--- src/rtl/life_pkg.sv ---
`default_nettype none
// +----------------------------------------------------------------------+
// | life_pkg                                                             |
// | Shared types and constants for the Game of Life sequencer.           |
// | Revision: 1.0                                                        |
// +----------------------------------------------------------------------+
package life_pkg;

  typedef enum logic [2:0] {
    IDLE  = 3'd0,
    SEED  = 3'd1,
    RUN   = 3'd2,
    PAUSE = 3'd3,
    HALT  = 3'd4
  } state_t;

  localparam int GRID_BITS        = 64;
  localparam int TICK_DIV_DEFAULT = 25_000_000;

endpackage
`default_nettype wire

--- src/rtl/life_sequencer_if.sv ---
`default_nettype none
// +----------------------------------------------------------------------+
// | life_sequencer_if                                                    |
// | Control/observe bundle between the sequencer and the grid datapath.  |
// | Revision: 1.0                                                        |
// +----------------------------------------------------------------------+
interface life_sequencer_if
  import life_pkg::*;
#(
  parameter int GEN_W = 16
);
  logic                 start;
  logic                 pause;
  logic                 step;
  logic                 lfsr_begin;
  logic [GRID_BITS-1:0] grid_cur;
  logic [GRID_BITS-1:0] grid_next;
  logic                 lfsr_reset;
  logic                 sel_lfsr;
  logic                 grid_en;
  logic [GEN_W-1:0]     gen_count;
  logic                 running;
  logic                 stable;
  logic                 extinct;

  // master: the sequencer; slave: the grid core and user controls
  modport master (
    input  start, pause, step, lfsr_begin, grid_cur, grid_next,
    output lfsr_reset, sel_lfsr, grid_en, gen_count, running, stable, extinct
  );

  modport slave (
    output start, pause, step, lfsr_begin, grid_cur, grid_next,
    input  lfsr_reset, sel_lfsr, grid_en, gen_count, running, stable, extinct
  );

endinterface
`default_nettype wire

--- src/rtl/gen_tick.sv ---
`default_nettype none
// +----------------------------------------------------------------------+
// | gen_tick                                                             |
// | Modulo-DIV divider with clear/enable and a terminal-count pulse.     |
// | Revision: 1.0                                                        |
// +----------------------------------------------------------------------+
module gen_tick #(
  parameter int DIV = 4
) (
  input  logic clk,
  input  logic rst,
  input  logic i_clr,
  input  logic i_en,
  output logic o_tc
);

  localparam int            CW     = (DIV > 1) ? $clog2(DIV) : 1;
  localparam logic [CW-1:0] C_LAST = CW'(DIV - 1);

  logic [CW-1:0] count_d;
  logic [CW-1:0] count_q;
  logic          w_last;

  assign w_last = (count_q == C_LAST);
  assign o_tc   = i_en && !i_clr && w_last;

  always_comb begin
    count_d = count_q;
    if (i_clr) begin
      count_d = '0;
    end else if (i_en) begin
      count_d = w_last ? '0 : count_q + 1'b1;
    end
  end

  always_ff @(posedge clk) begin
    if (rst) begin
      count_q <= '0;
    end else begin
      count_q <= count_d;
    end
  end

endmodule
`default_nettype wire

--- src/rtl/life_sequencer.sv ---
`default_nettype none
// +----------------------------------------------------------------------+
// | life_sequencer                                                       |
// | Seeds, runs, steps and auto-halts the 8x8 Game of Life grid.         |
// | Revision: 1.0                                                        |
// +----------------------------------------------------------------------+
module life_sequencer
  import life_pkg::*;
#(
  parameter int TICK_DIV = TICK_DIV_DEFAULT,
  parameter int GEN_W    = 16
) (
  input  logic                 clk,
  input  logic                 reset,
  life_sequencer_if.master     bus
);

  state_t           state_d;
  state_t           state_q;
  logic [GEN_W-1:0] gen_count_d;
  logic [GEN_W-1:0] gen_count_q;
  logic             stable_d;
  logic             stable_q;
  logic             extinct_d;
  logic             extinct_q;
  logic             step_d;
  logic             step_q;

  logic             w_tc;
  logic             w_step_rise;
  logic             w_run_load;
  logic             w_step_load;
  logic [GEN_W-1:0] w_gen_inc;

  gen_tick #(
    .DIV (TICK_DIV)
  ) u_tick (
    .clk   (clk),
    .rst   (reset),
    .i_clr (state_q != RUN),
    .i_en  (state_q == RUN),
    .o_tc  (w_tc)
  );

  assign w_step_rise = bus.step && !step_q;
  assign w_gen_inc   = (gen_count_q == '1) ? gen_count_q : gen_count_q + 1'b1;

  // pause pre-empts a terminal tick; start or a reseed pre-empts a step
  assign w_run_load  = (state_q == RUN) && w_tc && !bus.pause;
  assign w_step_load = (state_q == PAUSE) && w_step_rise && !bus.start && !bus.lfsr_begin;

  assign bus.lfsr_reset = (state_q == IDLE);
  assign bus.sel_lfsr   = (state_q == SEED);
  assign bus.grid_en    = (state_q == SEED) || w_run_load || w_step_load;
  assign bus.running    = (state_q == RUN);
  assign bus.gen_count  = gen_count_q;
  assign bus.stable     = stable_q;
  assign bus.extinct    = extinct_q;

  always_comb begin
    state_d     = state_q;
    gen_count_d = gen_count_q;
    stable_d    = stable_q;
    extinct_d   = extinct_q;
    step_d      = bus.step;
    case (state_q)
      IDLE: begin
        if (bus.lfsr_begin) begin
          state_d     = SEED;
          gen_count_d = '0;
        end else if (bus.start) begin
          state_d = RUN;
        end
      end
      SEED: begin
        if (!bus.lfsr_begin) begin
          state_d = PAUSE;
        end
      end
      RUN: begin
        if (bus.pause) begin
          state_d = PAUSE;
        end else if (w_tc) begin
          gen_count_d = w_gen_inc;
          // the halting generation is still loaded; it equals the current grid
          if (bus.grid_cur == '0) begin
            state_d   = HALT;
            extinct_d = 1'b1;
          end else if (bus.grid_next == bus.grid_cur) begin
            state_d  = HALT;
            stable_d = 1'b1;
          end
        end
      end
      PAUSE: begin
        if (bus.start) begin
          state_d = RUN;
        end else if (bus.lfsr_begin) begin
          state_d     = SEED;
          gen_count_d = '0;
        end else if (w_step_rise) begin
          gen_count_d = w_gen_inc;
        end
      end
      HALT: begin
        if (bus.lfsr_begin) begin
          state_d     = SEED;
          gen_count_d = '0;
          stable_d    = 1'b0;
          extinct_d   = 1'b0;
        end else if (bus.start) begin
          state_d   = RUN;
          stable_d  = 1'b0;
          extinct_d = 1'b0;
        end
      end
      default: begin
        state_d = IDLE;
      end
    endcase
  end

  always_ff @(posedge clk) begin
    if (reset) begin
      state_q     <= IDLE;
      gen_count_q <= '0;
      stable_q    <= 1'b0;
      extinct_q   <= 1'b0;
      step_q      <= 1'b0;
    end else begin
      state_q     <= state_d;
      gen_count_q <= gen_count_d;
      stable_q    <= stable_d;
      extinct_q   <= extinct_d;
      step_q      <= step_d;
    end
  end

endmodule
`default_nettype wire

--- src/flat_wrapper.sv ---
// flat-port wrapper written by rule: the top's interface ports become plain ports
module life_sequencer_flat import life_pkg::*;
#(
  parameter int TICK_DIV = TICK_DIV_DEFAULT,
  parameter int GEN_W    = 16
)
  (clk, reset, bus_start, bus_pause, bus_step, bus_lfsr_begin, bus_grid_cur, bus_grid_next, bus_lfsr_reset, bus_sel_lfsr, bus_grid_en, bus_gen_count, bus_running, bus_stable, bus_extinct);
  life_sequencer_if #(.GEN_W(GEN_W)) bus_i ();
  input  logic clk;
  input  logic reset;
  input wire logic [$bits(bus_i.start)-1:0] bus_start;
  input wire logic [$bits(bus_i.pause)-1:0] bus_pause;
  input wire logic [$bits(bus_i.step)-1:0] bus_step;
  input wire logic [$bits(bus_i.lfsr_begin)-1:0] bus_lfsr_begin;
  input wire logic [$bits(bus_i.grid_cur)-1:0] bus_grid_cur;
  input wire logic [$bits(bus_i.grid_next)-1:0] bus_grid_next;
  output wire logic [$bits(bus_i.lfsr_reset)-1:0] bus_lfsr_reset;
  output wire logic [$bits(bus_i.sel_lfsr)-1:0] bus_sel_lfsr;
  output wire logic [$bits(bus_i.grid_en)-1:0] bus_grid_en;
  output wire logic [$bits(bus_i.gen_count)-1:0] bus_gen_count;
  output wire logic [$bits(bus_i.running)-1:0] bus_running;
  output wire logic [$bits(bus_i.stable)-1:0] bus_stable;
  output wire logic [$bits(bus_i.extinct)-1:0] bus_extinct;
  assign bus_i.start = bus_start;
  assign bus_i.pause = bus_pause;
  assign bus_i.step = bus_step;
  assign bus_i.lfsr_begin = bus_lfsr_begin;
  assign bus_i.grid_cur = bus_grid_cur;
  assign bus_i.grid_next = bus_grid_next;
  assign bus_lfsr_reset = bus_i.lfsr_reset;
  assign bus_sel_lfsr = bus_i.sel_lfsr;
  assign bus_grid_en = bus_i.grid_en;
  assign bus_gen_count = bus_i.gen_count;
  assign bus_running = bus_i.running;
  assign bus_stable = bus_i.stable;
  assign bus_extinct = bus_i.extinct;
  life_sequencer #(.TICK_DIV(TICK_DIV), .GEN_W(GEN_W)) u_core (.clk(clk), .reset(reset), .bus(bus_i));
endmodule
--- config.mk ---
export PLATFORM = sky130hd
export DESIGN_NAME = life_sequencer_flat
export DESIGN_NICKNAME = d
export VERILOG_FILES = /design/src/rtl/life_pkg.sv /design/src/rtl/life_sequencer_if.sv /design/src/rtl/gen_tick.sv /design/src/rtl/life_sequencer.sv /design/src/flat_wrapper.sv
export SDC_FILE = /design/constraint.sdc
export NUM_CORES = 1
export LEC_CHECK = 0
export ABC_AREA = 1
export CAP_MARGIN = 20
export CORE_ASPECT_RATIO = 1.1
export CORE_MARGIN = 4
export CORE_UTILIZATION = 55
export DETAILED_ROUTE_END_ITERATION = 8
export DONT_BUFFER_PORTS = 1
export PLACE_DENSITY = 0.7
export SLEW_MARGIN = 20
export SYNTH_ARGS = -nofsm -noshare
export SYNTH_HDL_FRONTEND = slang
export SYNTH_SLANG_ARGS = --single-unit
--- constraint.sdc ---
create_clock -name clk -period 2.75 [get_ports clk]
set_input_delay 0.275 -clock clk [delete_from_list [all_inputs] [get_ports clk]]
set_output_delay 0.275 -clock clk [all_outputs]
set_load 0.1 [all_outputs]
# Word level (Yosys, flattened, before mapping)
# Cells that the tools add are included.
# word_totals
ff_bits	47
out_inout_bits	22
input_bits	134
wordCells	85
# classes
mux	30
add_sub_neg	2
n_eq_ne	22
reduce_logical	25
# ops
op	count
$mux W16	7
$eq A64 B64 Y1	1
$logic_not A64 Y1	1
$pmux W16 S3	1
$mux W3	9
$add A25 B1 Y25 const B	1
$eq A25 B25 Y1 const B	1
$mux W25	1
$add A16 B1 Y16 const B	1
$eq A16 B16 Y1 const B	1
$pmux W3 S4	1
$reduce_and A6 Y1	2
$reduce_and A5 Y1	2
$mux W1	9
$ne A3 B2 Y1 const B	3
$logic_and A1 B1 Y1	8
$ne A2 B1 Y1 const B	4
$ne A2 B2 Y1 const B	4
$eq A3 B2 Y1 const B	2
$ne A3 B3 Y1 const B	2
$logic_not A1 Y1	5
$ne A4 B2 Y1 const B	1
$pmux W1 S2	2
$reduce_or A2 Y1	2
other kinds (7)	8

# Depth between registers and ports, before layout
# Gate-level depths: netlist of the first run.
# depth
ltp_word	8
ltp_mapped	16
depth_no_buf	16

# By module
# Synthesis of the first run repeated with hierarchy kept, for this count alone.
# hier_totals
cells_unflattened	787
area_unflattened_um2	4316.6
# modules_own_cells
mod	seq_area_each_um2	area_per_inst_um2	n_inst	cells_per_inst
life_sequencer	440.4	2788.9	1	555
gen_tick	500.5	1527.7	1	232

# Worst setup path after synthesis of the first run
# No wires, ideal clock.
# synth_path
kind	flip-flop to output port
from	register u_core.state_q[0]
to	output port bus_grid_en
stages_incl_launch_ff	5
required_time_ns	2.475
setup_slack_ns	-1.141
n_path_buf	0
arrival_time_ns	3.616
path_cell_list	dfxtp_1 inv_1 nor3_1 inv_1 nand3_1
# synth_between
elab_cells_between_ends	14
cone_classes	eq/ne (4); reduce/logical (10)
# synth_lines
element	line	source
start, declared	life_sequencer.sv:19	state_t state_q;
start signal, assigned	life_sequencer.sv:131	state_q <= state_d;
$eq A3 B1 Y1	--	
net bus_sel_lfsr	flat_wrapper.sv:18	output wire logic [$bits(bus_i.sel_lfsr)-1:0] bus_sel_lfsr;
$logic_or A1 B1 Y1 (2 in a row)	life_sequencer.sv:54	assign bus.grid_en = (state_q == SEED) || w_run_load || w_step_load;
end, declared	flat_wrapper.sv:19	output wire logic [$bits(bus_i.grid_en)-1:0] bus_grid_en;
# The timed path passes the listed nets, and every way through them passes these cells.

# Final worst setup path of the first run
# layout_path
from	register u_core.state_q[1]
to	output port bus_grid_en
# layout_between
elab_chain_len	8
elab_cells_between_ends	14
cone_classes	eq/ne (4); reduce/logical (10)
# layout_lines
element	line	source
$ne A3 B2 Y1	life_sequencer.sv:40	.i_clr (state_q != RUN),
$logic_not A1 Y1	gen_tick.sv:25	assign o_tc = i_en && !i_clr && w_last;
$logic_and A1 B1 Y1 (2 in a row)	gen_tick.sv:25	
$logic_and A1 B1 Y1 (2 in a row)	life_sequencer.sv:49	assign w_run_load = (state_q == RUN) && w_tc && !bus.pause;
$logic_or A1 B1 Y1	life_sequencer.sv:54	
$logic_or A1 B1 Y1 (*)	life_sequencer.sv:54	
# Mark *: on every way between the ends. The rest lies on a longest branch, timed or not.

==> summary.md, run 1 <==
| Metric | Value |
|---|---|
| Final slew viol count | 0 |
| WS Path Type | register to primary output |
| Count leader, synth | nand2_1 |
| Drt pass-1 iters | 4 |
| DR iter-0 viols | between 100 and 150 |
| CP max stage delay | 410 ps |
| Post-CTS sizing | 0 |
| Final core utilization | 62.3% |
| Root buffer cell | clkbuf_8 |
| Area share of the largest cell type after synthesis | between 20% and 30% |
| Post-synth net total | 890 |
| R2R Path Start | u_core.state_q[1]$_SDFFE_PP0P_ |
| Final Hold Fails | 0 |
| Area grow syn2layout | 8.81% |
| Critical path data arrival time | just over 2000 ps |
| Cell variety after synth | 39 |
| Actual slew at the worst max-slew pin | 1040 ps |
| # IOs | approximately 160 |
| # Max-Cap Violations | 0 |
| Power density cells | roughly 460 nW/um^2 |
| Clock Sink Count | between 40 and 50 |
| Setup bufs post-CTS | 0 |
| Clk Latency, worst-skew pair | 300 ps |
| Synth Area per Inst | 5.41 sq um |
| Final period util | between 80 and 90% |
| GR Overflow Total | 0 |
| Synth area leader | nand2_1 |
| Stages on the worst setup path | 7 |
| Ratio of cells with drive above 1 in the final layout | ~9% |
| Critical Path Source | u_core.state_q[1]$_SDFFE_PP0P_ |
| Sequential fraction of the synthesis area | between 20% and 30% |
| Die footprint | 8860 sq um |
| Warnings, synthesis | 0 |
| Die Height | 98.3 microns |
| Reg2Reg Depth | 13 |
| Vias in the first global route | 4,140 |
| Register bit count reported by yosys | 47 |
| Fill cells | between 700 and 800 |
| Area occupied by multi-input gates | roughly 2500 sq um |
| Total Wirelength | 10.4 mm |
| Die Width | roughly 90 microns |
| Hold Buf Count CTS | 0 |
| CP delay by family, top | simple AND/OR/NAND/NOR gates |
| Ys flop type | dfxtp_1 |
| Drc violations | 0 |
| Area of the core | roughly 7100 sq um |
| LEAKAGE | ~2.3 nW |
| Total track usage | between 20% and 30% |
| Hold path depth | 1 |
| Asr flop ratio synth | 0% |
| DR vias/cell | ~5 |
| Total CTS buffers | 5 |
| Global-route wire length before repair | roughly 17 mm |
| Worst Path Buf+Inv | 3 |
| Register cell area after layout | ~940 sq um |
| Final nets | 913 |
| Antenna Cells | 0 |
| Avg WL per Cell | between 10 and 15 microns |
| Post-synth top cells | nand2_1, inv_1, nor2_1 |
| Pre-CTS setup slack | between 700 and 800 ps |
| Rel. slew slack | a little over 30% |
| Routed Antenna Nets | 0 |
| Synth Cell Area | roughly 4000 sq um |
| Type of origin of the critical path | register |
| H-tree levels | 2 |
| Initial antenna violation count | 0 |
| Routability cong. | approximately 0.92 |
| RSZ-0062 raised after global routing | false |
| Final HPWL DP | 8.85 mm |
| Via count | around 4,400 |
| Crit. End Element | primary output |
| CTS tree | built |
| Ranking of synthesized cells by area | nand2_1, dfxtp_1, inv_1, nor2_1, xor2_1 |
| CP max-delay cell | dfxtp_1 |
| Critical path peak fanout | 10 |
| Clock slew at reported path FFs | 80 ps |
| Req. time, crit path | around 2500 ps |
| Post-Route Skew | about 8 ps |
| Cell Rows | 32 |
| Number of I/O port buffers | 0 |
| Clk buf depth | 2 |
| Largest net degree at the start of global routing | 15 |
| Peak VDD IR | ~0.55 mV |
| Hold WC Path Type | input pin to register |
| Post-Synthesis Cells | around 750 |
| Setup TNS | 0 ps |
| Final setup fails | 0 |
| Crit-path cells | inv_2 -> nor3_4 -> inv_2 -> nor2_2 -> nand3_1 -> nand3_1 -> buf_4 |
| Hold path startpoint | reset |
| EDFF count, synth | 0 |
| Initial Util | between 50% and 60% |
| Status | finished clean |
| Tmin final | 2340 ps |
| Max Clock Freq | approximately 430 MHz |
| Worst Setup Slack, final | roughly 410 ps |
-- worst reg2reg max path, cell delays in order, from the launching register on --
cell,delay (ps)
dfxtp_1,410
inv_2,70
nor3_4,380
nand2_1,140
o21ai_1,160
nor3_2,80
nand2_4,110
clkinv_2,90
nand2_4,150
inv_2,100
nand2_1,80
nand2_1,50
nand2_1,50
nor2_1,30
-- final timing paths --
path | to | slack [ps]
setup reg to reg | u_core.bus.gen_count[7]$_SDFFE_PP0P_ | 730
hold reg to reg | u_core.u_tick.count_q[0]$_SDFFE_PP0P_ | 450
setup / recovery | bus_grid_en | 410
hold / removal | u_core.bus.gen_count[13]$_SDFFE_PP0P_ | 30
-- cells by family after synthesis --
kind of cell,after synthesis,share of synthesized area [%]
buf+inv,158,14.9
xor+xnor,20,4.30
simple gates,479,50.3
compound gates,48,6.84
flops,47,23.1
fa+ha+maj,2,0.614
-- per-stage QoR --
stage	std cells	hold WS [ps]	total power, W	cell area, sq um
4_1_cts	862	29.5	0.00205	4440
6_report	862	33.4	0.00204	4440
3_3_place_gp	855	346	0.00154	4330
2_1_floorplan	754	400	0.00143	4090
3_5_place_dp	855	347	0.00156	4330
5_1_grt	862	22.3	0.00216	4440
-- cell usage in the layout, fill, tap and decap left out, types with 2 or more instances in the layout --
master and n:
nand2_1 251, inv_1 144, nor2_1 126, dfxtp_1 47, nand3_1 30, buf_4 21
a21oi_1 19, xor2_1 18, nor3_1 15, nor2_2 13, nand4_1 12, o21ai_0 12
nor4_1 12, inv_2 6, clkbuf_8 5, nor3_2 4, nand2_2 4, o21ai_1 4
a31oi_1 4, o21ai_2 3, nor3_4 2, clkinv_1 2, nand2_4 2, nor3b_1 2
xnor2_1 2, nand3b_1 2, ha_1 2
-- flip-flops by register name, summed over array words and instances (netlist names) --
name                   flops
u_core.bus.extinct         1
u_core.step_q              1
u_core.bus.stable          1
u_core.state_q             3
u_core.bus.gen_count      16
u_core.u_tick.count_q     25
-- report_power, final --
part           switching [W]  leakage [nW]  total [W]  internal, W
Combinational       0.000605          1.84   0.000809     0.000204
Clock               0.000230        0.0502   0.000496     0.000266
Sequential         0.0000230         0.380   0.000731     0.000708
-- area by class of cell --
type / count / share of cell area [%]
timing repair buffer: 21 / 3.55
sequential: 47 / 21.2
clock buffer: 5 / 1.55
inverter: 153 / 13.0
multi-input combinational: 549 / 57.5
clock inverter: 2 / 0.846
tap: 85 / 2.40
-- metal layers --
layer  up-vias  global-route usage (%)  routed length [microns]
met2       155                    44.3                     5390
li1       2330                       -                        -
met1      1880                    24.7                     3990
met3        22                    5.70                      801
met4         0                    7.30                      228
met5         -                       0                        0
Power figures use the tool's default switching activity.
==> inputs of run 2 (changes only) <==
--- a/config.mk
+++ b/config.mk
@@ -8,10 +8,12 @@
 export ABC_AREA = 1
 export CAP_MARGIN = 20
+export CELL_PAD_IN_SITES_DETAIL_PLACEMENT = 0
+export CELL_PAD_IN_SITES_GLOBAL_PLACEMENT = 1
 export CORE_ASPECT_RATIO = 1.1
 export CORE_MARGIN = 4
-export CORE_UTILIZATION = 55
+export CORE_UTILIZATION = 45
 export DETAILED_ROUTE_END_ITERATION = 8
 export DONT_BUFFER_PORTS = 1
-export PLACE_DENSITY = 0.7
+export PLACE_DENSITY_LB_ADDON = 0.1
 export SLEW_MARGIN = 20
 export SYNTH_ARGS = -nofsm -noshare
==> constraint.sdc (replaced) <==
create_clock -name clk -period 2.75 [get_ports clk]
set_input_delay 0.275 -clock clk [delete_from_list [all_inputs] [get_ports clk]]
set_output_delay 0.275 -clock clk [all_outputs]
set_load 0.02 [all_outputs]
==> run 2 against run 1 <==
  * Wire length increased by 4.7%
  * Power decreased by 6.4%
  * Clock skew increased by 8.8 ps
  * Die area increased by 20%
  * Sequential power increased by 3.3%
  * Register-to-register slack got worse by 300 ps
  * Clock power increased by 25%
  * Sequential share of layout area increased by 0.45 points
  * Combinational power decreased by 34%
  * Cell count increased by 1.3%
  * Fmax increased by 0.92%
  * Via count decreased by 2.7%
  * Critical endpoint is now u_core.bus.gen_count[1]$_SDFFE_PP0P_
  * Largest power group is now registers
==> summary.md, run 2 (synthesis gave the netlist of run 1 again) <==
| Metric | Value |
|---|---|
| Commonest non-fill, non-tap cells in the layout | nand2_1, inv_1, nor2_1 (unchanged) |
| Largest register FFs | 25 (unchanged) |
| Setup bufs post-CTS | 0 (unchanged) |
| R2R Setup Slk | 430 ps (was 730 ps) |
| Drc violations | 0 (unchanged) |
| WS Path Type | register to register (was register to primary output) |
| Via count | 4,269 (was 4,387) |
| GR Overflow Total | 0 (unchanged) |
| Status | finished clean (unchanged) |
| Register with the most flip-flops | u_core.u_tick.count_q (unchanged) |
| Final setup fails | 0 (unchanged) |
| Die footprint | 10,600 sq um (was 8860 sq um) |
| LEAKAGE | 2.19 nW (was 2.27 nW) |
| Max Clock Freq | 431 MHz (was 428 MHz) |
| Number of I/O port buffers | 0 (unchanged) |
| Clk buf depth | 2 (unchanged) |
| Hold path startpoint | reset (unchanged) |
| Clock Sink Count | 47 (unchanged) |
| Final slew viol count | 0 (unchanged) |
| Clock slew at reported path FFs | 100 ps (was 80 ps) |
| Initial antenna violation count | 0 (unchanged) |
| GR Layer Usage met3 | 5.12% (was 5.70%) |
| Final Hold Fails | 0 (unchanged) |
| Post-CTS sizing | 0 (unchanged) |
| Largest net degree at the start of global routing | 17 (was 15) |
| Fill cells | 984 (was 714) |
| Global-route wire length before repair | 17.7 mm (was 17.5 mm) |
| Cell Rows | 36 (was 32) |
| Most common cell after layout, fill and taps aside | nand2_1 (unchanged) |
| Reg-to-Reg End | u_core.bus.gen_count[1]$_SDFFE_PP0P_ (was u_core.bus.gen_count[7]$_SDFFE_PP0P_) |
| Clk Latency, worst-skew pair | 300 ps (about the same) |
| Req. time, crit path | 2940 ps (was 2480 ps) |
| Total CTS buffers | 5 (unchanged) |
| Avg WL per Cell | 12.5 microns (was 12.1 microns) |
| # Max-Cap Violations | 0 (unchanged) |
| R2R Path Start | u_core.bus.gen_count[0]$_SDFFE_PP0P_ (was u_core.state_q[1]$_SDFFE_PP0P_) |
| Hold WC Path Type | input pin to register (unchanged) |
| Rel. slew slack | 55.6% (was 30.5%) |
| Post-Route Skew | 16.8 ps (was 8.03 ps) |
| Drt pass-1 iters | 4 (unchanged) |
| Final HPWL DP | 9.38 mm (was 8.85 mm) |
| Critical path data arrival time | 2510 ps (was 2060 ps) |
| Antenna Cells | 0 (unchanged) |
| # IOs | 156 (unchanged) |
| Power density cells | 439 nW/um^2 (was 459 nW/um^2) |
| Final period util | 84.3% (was 85.1%) |
| Die Width | 98.8 microns (was 90.1 microns) |
| Global route hottest layer | met2 (unchanged) |
| Met1 Use GR | 21.8% (was 24.7%) |
| Total Wirelength | 10.9 mm (was 10.4 mm) |
| Hold path depth | 1 (unchanged) |
| DR iter-0 viols | 199 (was 136) |
| Setup TNS | 0 ps (unchanged) |
| Type of origin of the critical path | register (unchanged) |
| Critical path peak fanout | 12 (was 10) |
| H-tree levels | 2 (unchanged) |
| Die Height | 108 microns (was 98.3 microns) |
| Met2 usage | 37.8% (was 44.3%) |
| Area grow syn2layout | 6.54% (was 8.81%) |
| Tmin final | 2320 ps (was 2340 ps) |
| Routability cong. | 0.851 (was 0.917) |
| RSZ-0062 raised after global routing | false (unchanged) |
| CTS tree | built (unchanged) |
| Root buffer cell | clkbuf_8 (unchanged) |
| Initial Util | 46.0% (was 57.2%) |
| Overall Power | 0.00191 W (was 0.00204 W) |
| Peak VDD IR | 0.341 mV (was 0.549 mV) |
| Actual slew at the worst max-slew pin | 664 ps (was 1040 ps) |
| DR vias/cell | 4.89 (was 5.09) |
| Ratio of cells with drive above 1 in the final layout | 6.46% (was 8.88%) |
| Hold Buf Count CTS | 0 (unchanged) |
| Routed Antenna Nets | 0 (unchanged) |
| Crit. End Element | register (was primary output) |
| Reg2Reg Depth | 14 (was 13) |
| Final nets | 894 (was 913) |
| Worst Hold Path EP | u_core.bus.gen_count[13]$_SDFFE_PP0P_ (unchanged) |
| Area of the core | 8870 sq um (was 7130 sq um) |
| Vias in the first global route | 4,063 (was 4,140) |
| Total track usage | 19.9% (was 23.1%) |
-- run 2: layer usage --
layer / vias to the layer above / share of wire (%)
met5: - / 0
met4: 0 / 1.2
met3: 12 / 8.7
met2: 129 / 51
met1: 1834 / 39
li1: 2294 / -
-- run 2: area by class of cell --
type	instances	area, sq um	share of cell area [%]
clock buffer	5	68.8	1.58
clock inverter	3	71.3	1.64
inverter	153	576	13.2
multi-input combinational	549	2530	58.2
sequential	47	941	21.7
tap	114	143	3.28
timing repair buffer	2	15.0	0.346
-- run 2: how the worst max path moves through the flow --
| stage | startpoint | end | slack, ps | cells after the start |
|---|---|---|---|---|
| global route | u_core.bus.gen_count[0]$_SDFFE_PP0P_ | u_core.bus.gen_count[1]$_SDFFE_PP0P_ | 120 | 14 |
| detailed placement | u_core.bus.gen_count[0]$_SDFFE_PP0P_ | u_core.bus.gen_count[1]$_SDFFE_PP0P_ | 480 | 14 |
| CTS | u_core.bus.gen_count[0]$_SDFFE_PP0P_ | u_core.bus.gen_count[1]$_SDFFE_PP0P_ | 440 | 14 |
| global placement | u_core.u_tick.count_q[0]$_SDFFE_PP0P_ | u_core.u_tick.count_q[13]$_SDFFE_PP0P_ | 500 | 11 |
| finish | u_core.bus.gen_count[0]$_SDFFE_PP0P_ | u_core.bus.gen_count[1]$_SDFFE_PP0P_ | 430 | 14 |
| floorplan | u_core.bus.gen_count[0]$_SDFFE_PP0P_ | u_core.bus.gen_count[0]$_SDFFE_PP0P_ | 780 | 14 |
-- run 2: stage by stage --
stage                     cells  worst slack, ps  instance area [sq um]  hold WS [ps]  util, %
after floorplan             754              780                   4080           400        -
after global placement      865              500                   4200           347     47.4
after detailed placement    865              482                   4200           351     47.4
after CTS                   873              437                   4340          11.3     49.0
after global routing        873              123                   4340          4.14     49.0
final                       873              432                   4340          24.1     49.0
-- run 2: critical path, stage by stage, from the launching register on --
cell,delay [ps]
dfxtp_1,530
ha_1,240
nand2_1,110
nor2_2,150
nand2_2,80
nor2_1,150
nand2_1,110
nor2_2,130
nand2_1,80
clkinv_1,80
nand2_2,70
nand2_4,160
inv_2,100
o21ai_0,160
nor2_1,60
-- run 2: where the power goes --
part | internal, W | total, W | switching, W
sequential | 0.000708 | 0.000755 | 0.0000476
clock | 0.000369 | 0.000620 | 0.000251
combinational | 0.000165 | 0.000530 | 0.000364
total | 0.00124 | 0.00191 | 0.000663
==> inputs of run 3 (changes only) <==
- ABC_AREA: 1 -> 0
- clock period: 2.75 -> 2.3 ns (I/O delays scaled with it)
==> run 3 against run 2 <==
  * Final area down 16%
  * Combinational power up 7.9%
  * First-iteration DRC count decreased by 42%
  * Highest routed layer unchanged
  * Largest cell class unchanged
  * Fmax is 8.1% higher
  * Die area down 19%
==> summary.md, run 3 <==
| Metric | Value |
|---|---|
| Cell area after layout | 3660 sq um (was 4340 sq um) |
| Vias in the first global route | 3,130 (was 4,063) |
| WS Path Type | register to register (unchanged) |
| DR vias/cell | 6.05 (was 4.89) |
| Global-route wire length before repair | 15.5 mm (was 17.7 mm) |
| Synth area leader | dfxtp_1 (was nand2_1) |
| Ratio of cells with drive above 1 in the final layout | 13.2% (was 6.46%) |
| Final Hold Fails | 0 (unchanged) |
| Number of I/O port buffers | 0 (unchanged) |
| Drc violations | 0 (unchanged) |
| Clk buf depth | 2 (unchanged) |
| Synth Cell Area | 3230 sq um (was 4080 sq um) |
| Die Height | 96.8 microns (was 108 microns) |
| Fill cells | 692 (was 984) |
| Post-Route Skew | 7.56 ps (was 16.8 ps) |
| Met1 Use GR | 26.6% (was 21.8%) |
| Actual slew at the worst max-slew pin | 659 ps (was 664 ps) |
| Placed Area | 3490 sq um (was 4200 sq um) |
| H-tree levels | 2 (unchanged) |
| Post-Synthesis Cells | 390 (was 754) |
| Total track usage | 23.1% (was 19.9%) |
| # IOs | 156 (unchanged) |
| GR Layer Usage met3 | 4.68% (was 5.12%) |
| Total Wirelength | 10.0 mm (was 10.9 mm) |
| Final nets | 552 (was 894) |
| Via count | 3,036 (was 4,269) |
| Root buffer cell | clkbuf_8 (unchanged) |
| Final setup fails | 0 (unchanged) |
| Clock Sink Count | 47 (unchanged) |
| Sequential fraction of the synthesis area | 29.2% (was 23.1%) |
| Overall Power | 0.00197 W (was 0.00191 W) |
| Type of origin of the critical path | register (unchanged) |
| Ranking of synthesized cells by area | dfxtp_1, xnor2_1, nand4_1, nor4_1, nor2_1 (was nand2_1, dfxtp_1, inv_1, nor2_1, xor2_1) |
| Cell variety after synth | 49 (was 39) |
| Register with the most flip-flops | u_core.u_tick.count_q (unchanged) |
| Area grow syn2layout | 13.3% (was 6.54%) |
| Ys flop type | dfxtp_1 (unchanged) |
| Routed Antenna Nets | 0 (unchanged) |
| CTS tree | built (unchanged) |
| Peak VDD IR | 0.307 mV (was 0.341 mV) |
| Count leader, synth | xnor2_1 (was nand2_1) |
| Crit. End Element | register (unchanged) |
| Largest register FFs | 25 (unchanged) |
| Critical path data arrival time | 2380 ps (was 2510 ps) |
| Tmin final | 2140 ps (was 2320 ps) |
| RSZ-0062 raised after global routing | false (unchanged) |
| Max Clock Freq | 466 MHz (was 431 MHz) |
| Final HPWL DP | 8.21 mm (was 9.38 mm) |
| Die Width | 88.7 microns (was 98.8 microns) |
| Drt pass-1 iters | 5 (was 4) |
| Global route hottest layer | met2 (unchanged) |
| Area occupied by multi-input gates | 2240 sq um (was 2530 sq um) |
| LEAKAGE | 1.10 nW (was 2.19 nW) |
| Die footprint | 8590 sq um (was 10,600 sq um) |
| EDFF count, synth | 0 (unchanged) |
| Warnings, synthesis | 0 (unchanged) |
| Met2 usage | 41.4% (was 37.8%) |
| Setup TNS | 0 ps (unchanged) |
| Hold slack final | 6.84 ps (was 24.1 ps) |
| Final slew viol count | 0 (unchanged) |
| Most common cell after layout, fill and taps aside | xnor2_1 (was nand2_1) |
| Power density cells | 539 nW/um^2 (was 439 nW/um^2) |
| Critical path peak fanout | 11 (was 12) |
| Post-synth net total | 526 (was 890) |
| Clock slew at reported path FFs | 90 ps (was 100 ps) |
| Post-route insts no fill | 502 (was 873) |
| Hold WC Path Type | input pin to register (unchanged) |
| Routability cong. | 0.810 (was 0.851) |
| Total CTS buffers | 5 (unchanged) |
| Commonest non-fill, non-tap cells in the layout | xnor2_1, dfxtp_1, nor2_1 (was nand2_1, inv_1, nor2_1) |
| # Max-Cap Violations | 0 (unchanged) |
| GR Overflow Total | 0 (unchanged) |
| Area share of the largest cell type after synthesis | 29.2% (was 23.1%) |
| Asr flop ratio synth | 0% (unchanged) |
| Cell Rows | 32 (was 36) |
| Area of the core | 7010 sq um (was 8870 sq um) |
| Clk Latency, worst-skew pair | 300 ps (about the same) |
| Status | finished clean (unchanged) |
| Initial antenna violation count | 0 (unchanged) |
| DR iter-0 viols | 116 (was 199) |
| Final period util | 93.2% (was 84.3%) |
| Initial Util | 46.0% (about the same) |
| Post-Place Cells | 492 (was 865) |
| Req. time, crit path | 2540 ps (was 2940 ps) |
| Antenna Cells | 0 (unchanged) |
| Avg WL per Cell | 20.0 microns (was 12.5 microns) |
| Largest net degree at the start of global routing | 23 (was 17) |
| Register cell area after layout | 941 sq um (unchanged) |
| Synth Area per Inst | 8.27 sq um (was 5.41 sq um) |
| Post-synth top cells | xnor2_1, dfxtp_1, nor2_1 (was nand2_1, inv_1, nor2_1) |
| Rel. slew slack | 55.7% (was 55.6%) |
| Register bit count reported by yosys | 47 (unchanged) |
## run 3: cell count changes after synthesis, sizes merged, moves of 11 or more
| cell | before | now |
|---|---|---|
| nand3 | 31 | 19 |
| nand2 | 257 | 17 |
| inv | 150 | 6 |
| nor3 | 21 | 8 |
| o31ai | 0 | 11 |
| nand4 | 12 | 29 |
| nor4 | 13 | 24 |
| nor2 | 140 | 34 |
| xnor2 | 2 | 73 |
## run 3: timing repair
item | in CTS | in global routing
endpoints found under the hold margin | 8 | 0
endpoints found under the setup margin | 1 | 12
setup buffers | 0 | 0
gates resized for setup | 1 | 6
cloned | 0 | 1
pin swaps | 0 | 1
hold buffers | 1 | 0
## run 3: layout make-up
| cell class | instances | share of cell area [%] |
|---|---|---|
| well taps | 85 | 2.91 |
| clock buffers | 8 | 2.74 |
| repair buffers | 32 | 6.64 |
| flip-flops and latches | 47 | 25.7 |
| inverters | 6 | 0.753 |
| multi-input cells | 324 | 61.2 |
## run 3: metal layers
| layer | part of all wire, % | vias to the layer above |
|---|---|---|
| li1 | - | 1498 |
| met1 | 40 | 1418 |
| met2 | 52 | 107 |
| met3 | 5.4 | 13 |
| met4 | 2.4 | 0 |
| met5 | 0 | - |
## run 3: per-stage QoR
step | utilization (%) | setup slack (ps)
after floorplan | - | 129
after global placement | 49.9 | 111
after detailed placement | 49.9 | 24.7
after CTS | 51.5 | 26.8
after global routing | 52.2 | 14.7
final | 52.2 | 156
## run 3: cells by family (layout without fill, tap and decap cells)
kind of cell | after synthesis | count (layout) | share of synthesized area [%]
fa+ha+maj | 2 | 2 | 0.776
mux | 2 | 2 | 0.698
buf+inv | 20 | 46 | 3.03
compound gates | 60 | 61 | 12.5
simple gates | 173 | 173 | 30.4
flops | 47 | 47 | 29.2
xor+xnor | 86 | 86 | 23.4
## run 3: final timing paths
kind / from / to / slack, ps / cells past startpoint
worst min-delay path: reset / u_core.u_tick.count_q[8]$_SDFFE_PP0P_ / 7 / 1
worst max-delay path: u_core.u_tick.count_q[8]$_SDFFE_PP0P_ / u_core.bus.gen_count[5]$_SDFFE_PP0P_ / 160 / 6
worst max register to register: u_core.u_tick.count_q[8]$_SDFFE_PP0P_ / u_core.bus.gen_count[5]$_SDFFE_PP0P_ / 160 / 6
worst min register to register: u_core.u_tick.count_q[0]$_SDFFE_PP0P_ / u_core.u_tick.count_q[0]$_SDFFE_PP0P_ / 460 / 1
## run 3: critical path: stages (launching register included)
cell       delay (ps)
dfxtp_1           350
nor4b_2           270
nand3_1           100
and4bb_4          420
o2111ai_4         230
or4_4             570
a21oi_1           140
## run 3: report_power, final
part / internal, W / total, W / switching (W)
Clock: 0.000275 / 0.000555 / 0.000280
Combinational: 0.000244 / 0.000572 / 0.000328
Sequential: 0.000832 / 0.000845 / 0.0000124
Total: 0.00135 / 0.00197 / 0.000620
